File: src/rtl/ymux4_rr_arbiter_if.sv
// ymux4_rr_arbiter_if
//   Bundles the four producer ports, the consumer handshake and the arbiter
//   outputs. The arbiter connects through the slave modport. The environment
//   that holds the producers and the consumer connects through the master modport.
//   Parameter W : word width
//   req[3:0]    : per-requester "word offered"
//   d0..d3      : requester words
//   lock[3:0]   : grant-hold requests (only used when ARB_LOCK_EN is defined)
//   gnt[3:0]    : one-hot grant, pulsed while the word is being sampled
//   sel[1:0]    : registered mux select
//   out_valid / out_data / out_ready : downstream valid/ready handshake
interface ymux4_rr_arbiter_if #(parameter int W = 8);
  logic [3:0]   req;
  logic [W-1:0] d0, d1, d2, d3;
  logic [3:0]   lock;
  logic [3:0]   gnt;
  logic [1:0]   sel;
  logic         out_valid;
  logic [W-1:0] out_data;
  logic         out_ready;

  modport slave (
    input  req, d0, d1, d2, d3, lock, out_ready,
    output gnt, sel, out_valid, out_data
  );

  modport master (
    output req, d0, d1, d2, d3, lock, out_ready,
    input  gnt, sel, out_valid, out_data
  );
endinterface

File: src/rtl/ymux4_rr_arbiter.sv
// ymux4_rr_arbiter
//   Round-robin sharing of one yMux4to1 #(W) datapath among 4 requesters.
//   The winner's index is registered onto the mux select. One cycle later the
//   mux output is captured into out_data and offered downstream on a
//   valid/ready handshake. If a request is pending when a word is accepted,
//   arbitration happens on that same edge, so there is no idle bubble.
//   Ports:
//     clk      : rising-edge clock
//     reset_n  : synchronous active-low reset
//     bus      : ymux4_rr_arbiter_if.slave (req, d0..d3, lock, gnt, sel,
//                out_valid, out_data, out_ready)
//   Optional feature macro: ARB_LOCK_EN
//     When ARB_LOCK_EN is defined, lock[sel] together with req[sel] at accept
//     time re-grants the same requester. When the macro is undefined, lock is
//     ignored.

// 4:1 word mux. The select values 0..3 pick a, b, d and e.
module yMux4to1 #(parameter int W = 8) (
  input  logic [W-1:0] a,
  input  logic [W-1:0] b,
  input  logic [W-1:0] d,
  input  logic [W-1:0] e,
  input  logic [1:0]   c,
  output logic [W-1:0] z
);
  always_comb begin
    case (c)
      2'd0:    z = a;
      2'd1:    z = b;
      2'd2:    z = d;
      default: z = e;
    endcase
  end
endmodule

module ymux4_rr_arbiter #(parameter int W = 8) (
  input  logic                   clk,
  input  logic                   reset_n,
  ymux4_rr_arbiter_if.slave      bus
);
  typedef enum logic [1:0] {IDLE = 2'd0, ARB = 2'd1, XFER = 2'd2} state_t;

  state_t       state_q;
  logic [3:0]   gnt_q;
  logic [1:0]   sel_q;
  logic [1:0]   last_q;
  logic         out_valid_q;
  logic [W-1:0] out_data_q;

  logic [W-1:0] z;
  logic [1:0]   rr_win;
  logic [1:0]   idx;
  logic         found;
  logic         lock_hold;
  logic [1:0]   win_d;
  logic         accept;

  yMux4to1 #(.W(W)) u_mux (
    .a (bus.d0),
    .b (bus.d1),
    .d (bus.d2),
    .e (bus.d3),
    .c (sel_q),
    .z (z)
  );

  // Scan last+1, last+2, ... with 2-bit wraparound. The case k=4 lands back on
  // last, so a lone requester is re-granted every round.
  always_comb begin
    rr_win = last_q;
    idx    = last_q;
    found  = 1'b0;
    for (int k = 1; k <= 4; k++) begin
      idx = last_q + 2'(k);
      if (!found && bus.req[idx]) begin
        rr_win = idx;
        found  = 1'b1;
      end
    end
  end

`ifdef ARB_LOCK_EN
  // Lock only matters at an XFER accept, where sel still names the previous winner.
  assign lock_hold = bus.lock[sel_q] && bus.req[sel_q];
`else
  logic lock_unused;
  assign lock_unused = ^bus.lock;
  assign lock_hold   = 1'b0;
`endif

  assign accept = (state_q == XFER) && out_valid_q && bus.out_ready;
  assign win_d  = (accept && lock_hold) ? sel_q : rr_win;

  always_ff @(posedge clk) begin
    if (!reset_n) begin
      state_q     <= IDLE;
      gnt_q       <= 4'b0000;
      sel_q       <= 2'd0;
      last_q      <= 2'd3;
      out_valid_q <= 1'b0;
      out_data_q  <= '0;
    end else begin
      case (state_q)
        IDLE: begin
          if (|bus.req) begin
            sel_q   <= win_d;
            gnt_q   <= 4'(1) << win_d;
            state_q <= ARB;
          end else begin
            gnt_q   <= 4'b0000;
          end
        end
        ARB: begin
          // The mux has settled on the registered sel during this cycle.
          out_data_q  <= z;
          out_valid_q <= 1'b1;
          gnt_q       <= 4'b0000;
          last_q      <= sel_q;
          state_q     <= XFER;
        end
        XFER: begin
          if (accept) begin
            out_valid_q <= 1'b0;
            if (|bus.req) begin
              sel_q   <= win_d;
              gnt_q   <= 4'(1) << win_d;
              state_q <= ARB;
            end else begin
              state_q <= IDLE;
            end
          end
        end
        default: begin
          state_q <= IDLE;
          gnt_q   <= 4'b0000;
        end
      endcase
    end
  end

  assign bus.gnt       = gnt_q;
  assign bus.sel       = sel_q;
  assign bus.out_valid = out_valid_q;
  assign bus.out_data  = out_data_q;
endmodule

File: src/flat_wrapper.sv
// flat-port wrapper written by rule: the top's interface ports become plain ports
module ymux4_rr_arbiter_flat 
#(parameter int W = 8)
  (clk, reset_n, bus_req, bus_d0, bus_d1, bus_d2, bus_d3, bus_lock, bus_out_ready, bus_gnt, bus_sel, bus_out_valid, bus_out_data);
  ymux4_rr_arbiter_if #(.W(W)) bus_i ();
  input  logic clk;
  input  logic reset_n;
  input wire logic [$bits(bus_i.req)-1:0] bus_req;
  input wire logic [$bits(bus_i.d0)-1:0] bus_d0;
  input wire logic [$bits(bus_i.d1)-1:0] bus_d1;
  input wire logic [$bits(bus_i.d2)-1:0] bus_d2;
  input wire logic [$bits(bus_i.d3)-1:0] bus_d3;
  input wire logic [$bits(bus_i.lock)-1:0] bus_lock;
  input wire logic [$bits(bus_i.out_ready)-1:0] bus_out_ready;
  output wire logic [$bits(bus_i.gnt)-1:0] bus_gnt;
  output wire logic [$bits(bus_i.sel)-1:0] bus_sel;
  output wire logic [$bits(bus_i.out_valid)-1:0] bus_out_valid;
  output wire logic [$bits(bus_i.out_data)-1:0] bus_out_data;
  assign bus_i.req = bus_req;
  assign bus_i.d0 = bus_d0;
  assign bus_i.d1 = bus_d1;
  assign bus_i.d2 = bus_d2;
  assign bus_i.d3 = bus_d3;
  assign bus_i.lock = bus_lock;
  assign bus_i.out_ready = bus_out_ready;
  assign bus_gnt = bus_i.gnt;
  assign bus_sel = bus_i.sel;
  assign bus_out_valid = bus_i.out_valid;
  assign bus_out_data = bus_i.out_data;
  ymux4_rr_arbiter #(.W(W)) u_core (.clk(clk), .reset_n(reset_n), .bus(bus_i));
endmodule
File: config.mk
export PLATFORM = sky130hd
export DESIGN_NAME = ymux4_rr_arbiter_flat
export DESIGN_NICKNAME = d
export VERILOG_FILES = /design/src/rtl/ymux4_rr_arbiter_if.sv /design/src/rtl/ymux4_rr_arbiter.sv /design/src/flat_wrapper.sv
export SDC_FILE = /design/constraint.sdc
export NUM_CORES = 1
export LEC_CHECK = 0
export BUFFER_PORTS_ARGS = -buffer_cell sky130_fd_sc_hd__buf_4
export CORE_MARGIN = 1.5
export CORE_UTILIZATION = 43
export DETAILED_ROUTE_END_ITERATION = 16
export GPL_ROUTABILITY_DRIVEN = 0
export GPL_TIMING_DRIVEN = 1
export HOLD_SLACK_MARGIN = 0.02
export PLACE_DENSITY = 0.79
export SLEW_MARGIN = 20
export SYNTH_ARGS = -nofsm -noshare
export SYNTH_HDL_FRONTEND = slang
export SYNTH_SLANG_ARGS = --single-unit
File: constraint.sdc
create_clock -name clk -period 1.9 [get_ports clk]
set_clock_uncertainty 0.2 [all_clocks]
set_input_delay 0.095 -clock clk [delete_from_list [all_inputs] [get_ports clk]]
set_output_delay 0.095 -clock clk [all_outputs]
set_load 0.01 [all_outputs]
==> results by group, run 1 <==
Floorplan
  • Effective utilization at floorplan: 46.2%
  • Top-Level Pins: 58
  • Horizontal die dimension: 52.0 um
  • Site row count: 17
  • Die Ht: 52.0 um
  • Die Outline Area: 2700 um2
  • Total core area: 2230 um2

Timing
  • Worst-case headroom to the max-slew limit: 74.0%
  • Count of pins over their slew limit: 0
  • Final setup violating endpoints: 0
  • Achievable clock frequency: 637 MHz
  • Total Negative Setup Slacks: 0 ps
  • Final Critical Period: 1570 ps
  • Final worst path period share: 82.6%
  • Number of failing hold endpoints at the final stage: 0
  • Setup repair after global routing missed its margin: false
  • Transition at the pin with the smallest max-transition slack: 390 ps
  • Setup ws final: 330 ps

Place
  • Pre-CTS setup slack: 363 ps
  • Dpl cells: 182
  • Number of buffers added on ports: 53
  • Sum of net half-perimeters after detailed placement: 2.13 mm

Setup path
  • Endpoint of the worst register-to-register path: u_core.bus.gnt[0]$_SDFFE_PN0P_
  • Number of cells on the critical path: 4
  • Worst setup EP type: register
  • Worst Path Arrival: 1590 ps
  • Crit path largest cell delay: 500 ps
  • Sort of element at the start of the critical path: register
  • Worst reg2reg startpoint: u_core.last_q[1]$_SDFFE_PN1P_
  • Critical path peak fanout: 8
  • Setup slack on the worst flop-to-flop path: 330 ps
  • Depth of the worst register-to-register path: 4
  • Critical path class: register to register
  • Critical Path Sink: u_core.bus.gnt[0]$_SDFFE_PN0P_
  • Beginning of the critical path: u_core.last_q[1]$_SDFFE_PN1P_
  • Worst Path Buf+Inv: 0
  • Endpoint required time on the critical path: 1920 ps
  • Cell chain of the critical path: mux2i_1, nor2_1, or3_1, o21ai_1
  • Kind of cell with the highest combined delay on the critical path: flip-flops
  • Critical-path top delay cell: sky130_fd_sc_hd__dfxtp_1

Global route
  • Largest net degree at the start of global routing: 17
  • Initial antenna violation count: 0
  • GR Util met2: 40.1%
  • GR Layer Usage met1: 24.4%
  • Global router's overall resource usage: 21.3%
  • First-pass GRT wire length: 4.32 mm
  • Global route total overflow: 0
  • Layer carrying the most global-route usage: met2
  • Vias in the first global route: 965
  • Global routing usage on met3: 3.16%

Drt
  • Via count of the routed design: 983
  • First-pass iteration count of the detailed router: 4
  • Final ANT Viol Nets: 0
  • Drt first-iter violations: 16
  • Vias per std cell: 5.23
  • Average routed wire per standard cell: 14.2 um
  • Number of remaining DRC errors: 0
  • Total Wirelength: 2.67 mm

Logic synthesis
  • Cells after synthesis: 104
  • Yosys synthesis warning count: 0
  • Library cell occupying the most area in the post-synthesis netlist: sky130_fd_sc_hd__dfxtp_1
  • Leading cell types by total area after synthesis: sky130_fd_sc_hd__dfxtp_1 37%, sky130_fd_sc_hd__mux4_2 17%, sky130_fd_sc_hd__nand2_1 9.5%, sky130_fd_sc_hd__a21boi_1 6.5%, sky130_fd_sc_hd__nand2b_1 2.4%
  • Flip-flop and latch count after synthesis: 19
  • Mean area per synthesized cell: 9.93 um2
  • Post-synthesis cell area: 1030 um2
  • Number of enable-type register cells in the synthesized netlist: 0
  • Cell with the most instances after synthesis: sky130_fd_sc_hd__nand2_1
  • Fraction of post-synthesis cell area in the top cell type by area: 36.8%
  • Top_reg_cell synth: sky130_fd_sc_hd__dfxtp_1
  • Post-synthesis cell type count: 28
  • Post-Synthesis Net Count: 147
  • Share of flip-flops with an asynchronous set or reset: 0%
  • Synth cell count leaders: 26 x sky130_fd_sc_hd__nand2_1, 19 x sky130_fd_sc_hd__dfxtp_1, 9 x sky130_fd_sc_hd__a21boi_1
  • Register area share after synthesis: 36.8%

Pwr
  • Overall power after layout: 1.08 mW
  • Peak supply drop: 577 uV
  • PD cells: 718 nW/um2
  • Leak Pwr: 0.664 nW

Finish
  • Area taken by multi-input logic gates: 612 um2
  • Final Non-Filler Cells: 188
  • Number of antenna diodes: 0
  • Fin nets: 204
  • Fill cell instance count of the final layout: 193
  • P&R area growth vs syn: 45.2%
  • Register cell area after layout: 380 um2
  • Fraction of final layout cells with drive strength greater than 1: 46.3%

CTS
  • CTS root buf: sky130_fd_sc_hd__clkbuf_4
  • Post-CTS setup buffer count: 0
  • Clock-pin slew on the worst setup and hold paths: 110 ps
  • Number of H-tree branching levels: 1
  • TritonCTS clock tree: built
  • Count of hold buffers inserted by post-cts repair: 2
  • Post_cts resized: 0
  • Clock buffer depth: 2
  • Total clock sinks: 19
  • Clock buffers created by TritonCTS: 3
  • Clk_lat worst skew: 290 ps

Hold path
  • Class of the tightest hold or removal check: primary input to register

Run
  • # Max-Cap Violations: 0

Status
  • Status: completed
-- logic make-up (layout without fill, tap and decap cells) --
family | count (synthesis) | in the layout | share of synthesized area, %
and+or+nand+nor | 45 | 45 | 24.5
DFF | 19 | 19 | 36.8
buffers and inverters | 7 | 63 | 3.88
muxes | 10 | 10 | 19.4
AOI/OAI and AO/OA | 23 | 23 | 15.4
-- report_power, final --
group,switching (mW),total (mW),internal [mW]
combinational,0.170,0.394,0.224
sequential,0.0376,0.483,0.446
clock,0.121,0.199,0.0781
total,0.329,1.08,0.747
-- routing by layer --
metal	vias to the layer above	part of all wire, %
met3	6	2.2
met2	19	56
li1	483	-
met1	475	39
met4	0	2.7
met5	-	0
-- worst min-delay path: stages --
cell and delay (ps):
sky130_fd_sc_hd__buf_4 80, sky130_fd_sc_hd__mux4_2 210, sky130_fd_sc_hd__nand2_1 50, sky130_fd_sc_hd__a21boi_1 100
-- worst min-delay path by stage --
stage | from | to | cells past startpoint
final | bus_d2[1] | u_core.bus.out_data[1]$_SDFFE_PN0P_ | 4
after global routing | bus_d2[1] | u_core.bus.out_data[1]$_SDFFE_PN0P_ | 4
after global placement | reset_n | u_core.last_q[1]$_SDFFE_PN1P_ | 2
after detailed placement | reset_n | u_core.last_q[0]$_SDFFE_PN1P_ | 2
after floorplan | reset_n | u_core.bus.out_data[0]$_SDFFE_PN0P_ | 1
after CTS | bus_d2[1] | u_core.bus.out_data[1]$_SDFFE_PN0P_ | 4
-- state kept, by name, summed over array words and instances, names as in the netlist --
name and count:
u_core.bus.out_data 8, u_core.last_q 2, u_core.state_q 2, u_core.bus.out_valid 1, u_core.bus.sel 2, u_core.bus.gnt 4
-- placed cells by master (no fill, tap or decap), drive strengths merged, types with 2 or more instances in the layout --
cell type	count
a21boi	9
a21oi	4
buf	56
clkbuf	3
dfxtp	19
dlygate4sd3	2
mux2i	2
mux4	8
nand2	26
nand2b	4
nand3	2
nor2b	4
nor3	3
o21ai	6
-- final cells by class --
type                    instances  area share (%)
multi-input cells              78            40.8
repair buffers                 58            29.4
flip-flops and latches         19            25.4
well taps                      28            2.34
clock buffers                   3            1.50
clock inverters                 1           0.334
inverters                       1           0.250
-- metrics by stage --
stage	area [um2]	hold WS, ps	utilization (%)
after floorplan	1030	48.1	-
after global placement	1450	163	65.0
after detailed placement	1450	170	65.0
after CTS	1500	72.7	67.1
after global routing	1500	69.4	67.1
final	1500	72.3	67.1
Note: power is estimated with default switching activity, not from simulation.
==> run 2, diff against run 1 <==
CORE_UTILIZATION = 39   (was 43)
PLACE_DENSITY = 0.76   (was 0.79)
clock period = 1.3 ns   (was 1.9 ns; I/O delays follow)
==> results by group, run 2 (synthesis results as in run 1) <==
Place
  • Pre-CTS setup slack: -195 ps
  • Dpl cells: 188
  • Sum of net half-perimeters after detailed placement: 2.15 mm
  • Number of buffers added on ports: 53

Pwr
  • Leak Pwr: 0.752 nW
  • Peak supply drop: 779 uV
  • PD cells: 1030 nW/um2
  • Overall power after layout: 1.75 mW

Timing
  • Number of failing hold endpoints at the final stage: 0
  • Achievable clock frequency: 708 MHz
  • Final Critical Period: 1410 ps
  • Setup ws final: -113 ps
  • Worst-case headroom to the max-slew limit: 73.4%
  • Final worst path period share: 109%
  • Count of pins over their slew limit: 0
  • Transition at the pin with the smallest max-transition slack: 396 ps
  • Setup repair after global routing missed its margin: true
  • Final setup violating endpoints: 15
  • Worst-case hold slack: 32.8 ps

Drt
  • Vias per std cell: 5.16
  • Drt first-iter violations: 6
  • First-pass iteration count of the detailed router: 4
  • Number of remaining DRC errors: 0
  • Total Wirelength: 2.83 mm
  • Via count of the routed design: 1032
  • Final ANT Viol Nets: 0
  • Average routed wire per standard cell: 14.2 um

CTS
  • TritonCTS clock tree: built
  • Total clock sinks: 19
  • CTS root buf: sky130_fd_sc_hd__clkbuf_4
  • Clock buffers created by TritonCTS: 3
  • Clock buffer depth: 2
  • Clk_lat worst skew: 300 ps
  • Number of H-tree branching levels: 1
  • Clock-pin slew on the worst setup and hold paths: 110 ps

Finish
  • Number of antenna diodes: 0
  • P&R area growth vs syn: 63.9%
  • Fin nets: 214
  • Most used cells in the layout excluding fill and tap cells: 61 x sky130_fd_sc_hd__buf_4, 26 x sky130_fd_sc_hd__nand2_1, 12 x sky130_fd_sc_hd__dfxtp_1, 8 x sky130_fd_sc_hd__mux4_2, 8 x sky130_fd_sc_hd__a21boi_1
  • Final Non-Filler Cells: 200
  • Number of flip-flops in the largest register: 8
  • Util after Layout: 67.7%
  • Most common library cell in the layout ignoring fill and taps: sky130_fd_sc_hd__buf_4
  • Fraction of final layout cells with drive strength greater than 1: 58.2%

Global route
  • Initial antenna violation count: 0
  • Vias in the first global route: 965
  • First-pass GRT wire length: 4.24 mm
  • Largest net degree at the start of global routing: 17
  • Global route total overflow: 0
  • Global router's overall resource usage: 20.1%

Setup path
  • Worst Path Arrival: 1420 ps
  • Critical path peak fanout: 4
  • Worst setup EP type: register
  • Cell chain of the critical path: buf_4, mux4_2, nand2_1, a21boi_1
  • Sort of element at the start of the critical path: register
  • Critical-path top delay cell: sky130_fd_sc_hd__mux4_2
  • Crit path largest cell delay: 480 ps
  • Critical path class: register to register
  • Endpoint required time on the critical path: 1310 ps

Floorplan
  • Total core area: 2500 um2
  • Horizontal die dimension: 54.4 um
  • Top-Level Pins: 58
  • Effective utilization at floorplan: 41.3%
  • Die Ht: 54.4 um
  • Die Outline Area: 2960 um2
  • Site row count: 18

Status
  • Status: complete, but fails checks
  • Failing checks: setup timing

Hold path
  • Class of the tightest hold or removal check: primary input to register

Run
  • # Max-Cap Violations: 0
[run 2: final timing paths]
check | start | slack (ps) | end | cells past startpoint
setup reg to reg | u_core.bus.sel[0]$_SDFFE_PN0P_ | -110 | u_core.bus.out_data[0]$_SDFFE_PN0P_ | 4
hold / removal | bus_d0[4] | 30 | u_core.bus.out_data[4]$_SDFFE_PN0P_ | 4
setup / recovery | u_core.bus.sel[0]$_SDFFE_PN0P_ | -110 | u_core.bus.out_data[0]$_SDFFE_PN0P_ | 4
hold reg to reg | u_core.bus.gnt[0]$_SDFFE_PN0P_ | 250 | u_core.bus.gnt[0]$_SDFFE_PN0P_ | 2
[run 2: worst max-delay path, delay by kind of cell, from the launching register on]
kind,cells,cell delay (ps)
buf+inv,1,140
compound gates,1,60
mux,1,480
flops,1,380
simple gates,1,70
[run 2: repair_timing]
item	4_1_cts	5_1_grt
buffers inserted	4	2
pin swaps	4	7
endpoints found under the setup margin	15	16
hold buffers	2	1
endpoints found under the hold margin	16	2
resized for setup	6	15
[run 2: power by group]
group / switching (mW) / total [mW] / internal, mW
logic: 0.286 / 0.718 / 0.432
clock network: 0.186 / 0.300 / 0.115
registers: 0.0672 / 0.727 / 0.660
[run 2: metal layers]
metal / wire length (um) / vias up / global-route usage, %
li1: - / 507 / -
met1: 1090 / 501 / 21.0
met2: 1620 / 17 / 38.6
met3: 71 / 7 / 4.64
met4: 48 / 0 / 7.08
met5: 0 / - / 0
[run 2: cell type report]
type,count,area [um2]
multi-input combinational,78,686
tap,30,37.5
inverter,1,3.75
sequential,19,394
timing repair buffer,68,543
clock inverter,1,5.00
fill,195,808
clock buffer,3,22.5
[run 2: stage by stage]
stage	instance area (um2)	TNS (ps)
finish	1690	-1040
global route	1690	-1830
floorplan	1070	-868
global placement	1510	-1200
detailed placement	1510	-1790
CTS	1610	-1150
==> run 3, diff against run 2 <==
ABC_AREA = 1   (was unset)
CORE_UTILIZATION = 40   (was 39)
==> results by group, run 3 <==
Status
  • Status: complete, but fails checks
  • Failing checks: setup timing

Logic synthesis
  • Post-Synthesis Net Count: 216
  • Top_reg_cell synth: sky130_fd_sc_hd__dfxtp_1
  • Library cell occupying the most area in the post-synthesis netlist: sky130_fd_sc_hd__dfxtp_1
  • Number of enable-type register cells in the synthesized netlist: 0
  • Cell with the most instances after synthesis: sky130_fd_sc_hd__nand2_1
  • Flip-flop and latch count after synthesis: 19
  • Yosys synthesis warning count: 0
  • Synth cell count leaders: 56 x sky130_fd_sc_hd__nand2_1, 19 x sky130_fd_sc_hd__dfxtp_1, 17 x sky130_fd_sc_hd__inv_1
  • Post-synthesis cell area: 1120 um2
  • Share of flip-flops with an asynchronous set or reset: 0%
  • Cells after synthesis: 173
  • Register area share after synthesis: 33.8%
  • Leading cell types by total area after synthesis: sky130_fd_sc_hd__dfxtp_1 34%, sky130_fd_sc_hd__nand2_1 19%, sky130_fd_sc_hd__a221oi_1 6.2%, sky130_fd_sc_hd__inv_1 5.7%, sky130_fd_sc_hd__nand3_1 4.4%
  • Mean area per synthesized cell: 6.50 um2
  • Fraction of post-synthesis cell area in the top cell type by area: 33.8%
  • Post-synthesis cell type count: 23

Floorplan
  • Die Outline Area: 3140 um2
  • Horizontal die dimension: 56.0 um
  • Effective utilization at floorplan: 41.5%
  • Site row count: 19
  • Total core area: 2710 um2
  • Top-Level Pins: 58
  • Die Ht: 56.0 um

Finish
  • Final Non-Filler Cells: 312
  • Fin nets: 325
  • Fraction of final layout cells with drive strength greater than 1: 50.5%
  • Number of antenna diodes: 0
  • Number of flip-flops in the largest register: 8
  • P&R area growth vs syn: 114%
  • Most common library cell in the layout ignoring fill and taps: sky130_fd_sc_hd__buf_4
  • Most used cells in the layout excluding fill and tap cells: 70 x sky130_fd_sc_hd__buf_4, 34 x sky130_fd_sc_hd__dlygate4sd3_1, 33 x sky130_fd_sc_hd__nand2_1, 15 x sky130_fd_sc_hd__inv_1, 15 x sky130_fd_sc_hd__nand2_2
  • Util after Layout: 88.9%

CTS
  • CTS root buf: sky130_fd_sc_hd__clkbuf_4
  • Clk_lat worst skew: 340 ps
  • Number of H-tree branching levels: 1
  • Total clock sinks: 19
  • Clock buffer depth: 2
  • Clock-pin slew on the worst setup and hold paths: 130 ps
  • TritonCTS clock tree: built
  • Clock buffers created by TritonCTS: 3

Drt
  • Average routed wire per standard cell: 19.7 um
  • Total Wirelength: 6.14 mm
  • First-pass iteration count of the detailed router: 5
  • Drt first-iter violations: 110
  • Number of remaining DRC errors: 0
  • Vias per std cell: 5.87
  • Via count of the routed design: 1832
  • Final ANT Viol Nets: 0

Setup path
  • Worst Path Arrival: 1830 ps
  • Critical path class: register to register
  • Crit path largest cell delay: 450 ps
  • Critical path peak fanout: 8
  • Sort of element at the start of the critical path: register
  • Critical-path top delay cell: sky130_fd_sc_hd__dfxtp_4
  • Cell chain of the critical path: inv_8, nand2_2, nand2_2, nand2_4, nand2_8, o21ai_2, nand2_1, nand2_1, nand2_2, o21ai_2, inv_1
  • Worst setup EP type: register
  • Critical Path Most Common Cell: sky130_fd_sc_hd__nand2_2
  • Endpoint required time on the critical path: 1340 ps

Run
  • # Max-Cap Violations: 0

Timing
  • Count of pins over their slew limit: 0
  • Achievable clock frequency: 558 MHz
  • Setup ws final: -493 ps
  • Final worst path period share: 138%
  • Final setup violating endpoints: 16
  • Worst-case hold slack: 171 ps
  • Number of failing hold endpoints at the final stage: 0
  • Setup repair after global routing missed its margin: true
  • Final Critical Period: 1790 ps
  • Worst-case headroom to the max-slew limit: 64.6%
  • Transition at the pin with the smallest max-transition slack: 527 ps

Pwr
  • Peak supply drop: 985 uV
  • Leak Pwr: 1.16 nW
  • Overall power after layout: 2.75 mW
  • PD cells: 1140 nW/um2

Place
  • Number of buffers added on ports: 53
  • Sum of net half-perimeters after detailed placement: 2.40 mm
  • Pre-CTS setup slack: -391 ps
  • Dpl cells: 270

Global route
  • Global route total overflow: 0
  • Initial antenna violation count: 0
  • First-pass GRT wire length: 7.23 mm
  • Vias in the first global route: 1651
  • Global router's overall resource usage: 29.6%
  • Largest net degree at the start of global routing: 22

Hold path
  • Class of the tightest hold or removal check: primary input to register
run 3: cell count changes in the layout (fill, tap and decap cells not counted), moves of 7 or more:
cell | previous run | this run
sky130_fd_sc_hd__nand2_1 | 26 | 33
sky130_fd_sc_hd__inv_1 | 1 | 15
sky130_fd_sc_hd__dlygate4sd3_1 | 2 | 34
sky130_fd_sc_hd__mux4_2 | 8 | 0
sky130_fd_sc_hd__buf_4 | 61 | 70
sky130_fd_sc_hd__nand2_4 | 0 | 13
sky130_fd_sc_hd__nand2_2 | 0 | 15
sky130_fd_sc_hd__a21boi_1 | 8 | 0
sky130_fd_sc_hd__nor2_1 | 0 | 9
run 3: timing repair:
action / 4_1_cts / 5_1_grt
hold buffers: 34 / 0
resized for setup: 15 / 68
pin swaps: 6 / 19
endpoints found under the setup margin: 15 / 20
hold endpoints to repair: 19 / 0
gates cloned: 0 / 2
setup buffers: 2 / 1
run 3: worst max-delay path: cells and delay by family, from the launching register on:
| family | cells | cell delay, ps |
|---|---|---|
| compound gates | 2 | 330 |
| simple gates | 7 | 580 |
| flops | 1 | 450 |
| buf+inv | 2 | 130 |
run 3: through the flow:
step | area [um2] | TNS [ps]
detailed placement | 1710 | -3040
global placement | 1710 | -2480
CTS | 2110 | -1960
global route | 2410 | -3740
finish | 2410 | -3110
floorplan | 1150 | -1270
run 3: worst paths after layout:
check / startpoint / to / slack [ps] / depth (start not counted)
worst min register to register: u_core.bus.gnt[3]$_SDFFE_PN0P_ / u_core.bus.gnt[3]$_SDFFE_PN0P_ / 280 / 2
worst max register to register: u_core.last_q[0]$_SDFFE_PN1P_ / u_core.bus.sel[1]$_SDFFE_PN0P_ / -490 / 11
worst max-delay path: u_core.last_q[0]$_SDFFE_PN1P_ / u_core.bus.sel[1]$_SDFFE_PN0P_ / -490 / 11
worst min-delay path: bus_req[2] / u_core.bus.gnt[3]$_SDFFE_PN0P_ / 170 / 6
run 3: metal layers:
| metal | wire, um | vias up | global-route usage (%) | share of wire [%] |
|---|---|---|---|---|
| met1 | 2220 | 834 | 32.3 | 36 |
| met2 | 2940 | 157 | 53.4 | 48 |
| met3 | 577 | 43 | 4.88 | 9.4 |
| met4 | 396 | 0 | 16.7 | 6.4 |
| met5 | 0 | - | 0 | 0 |
| li1 | - | 798 | - | - |
run 3: power by group:
| group | internal [mW] | switching, mW | leakage [nW] | total (mW) |
|---|---|---|---|---|
| clock network | 0.116 | 0.236 | 0.0177 | 0.352 |
| registers | 0.684 | 0.116 | 0.158 | 0.800 |
| logic | 0.715 | 0.883 | 0.981 | 1.60 |
run 3: area by class of cell:
type	instances	area (um2)
Tap cell	31	38.8
Multi-Input combinational cell	129	925
Sequential cell	19	397
Clock buffer	3	22.5
Timing Repair Buffer	108	920
Inverter	21	101
Fill cell	101	302
Clock inverter	1	5.00
run 3: cell families (layout without fill, tap and decap cells):
logic type	after synthesis	count (layout)	synth area share, %
AO/OA/AOI/OAI	39	39	21.8
buffers and inverters	25	133	9.23
flip-flops	19	19	33.8
AND/OR/NAND/NOR	90	90	35.2
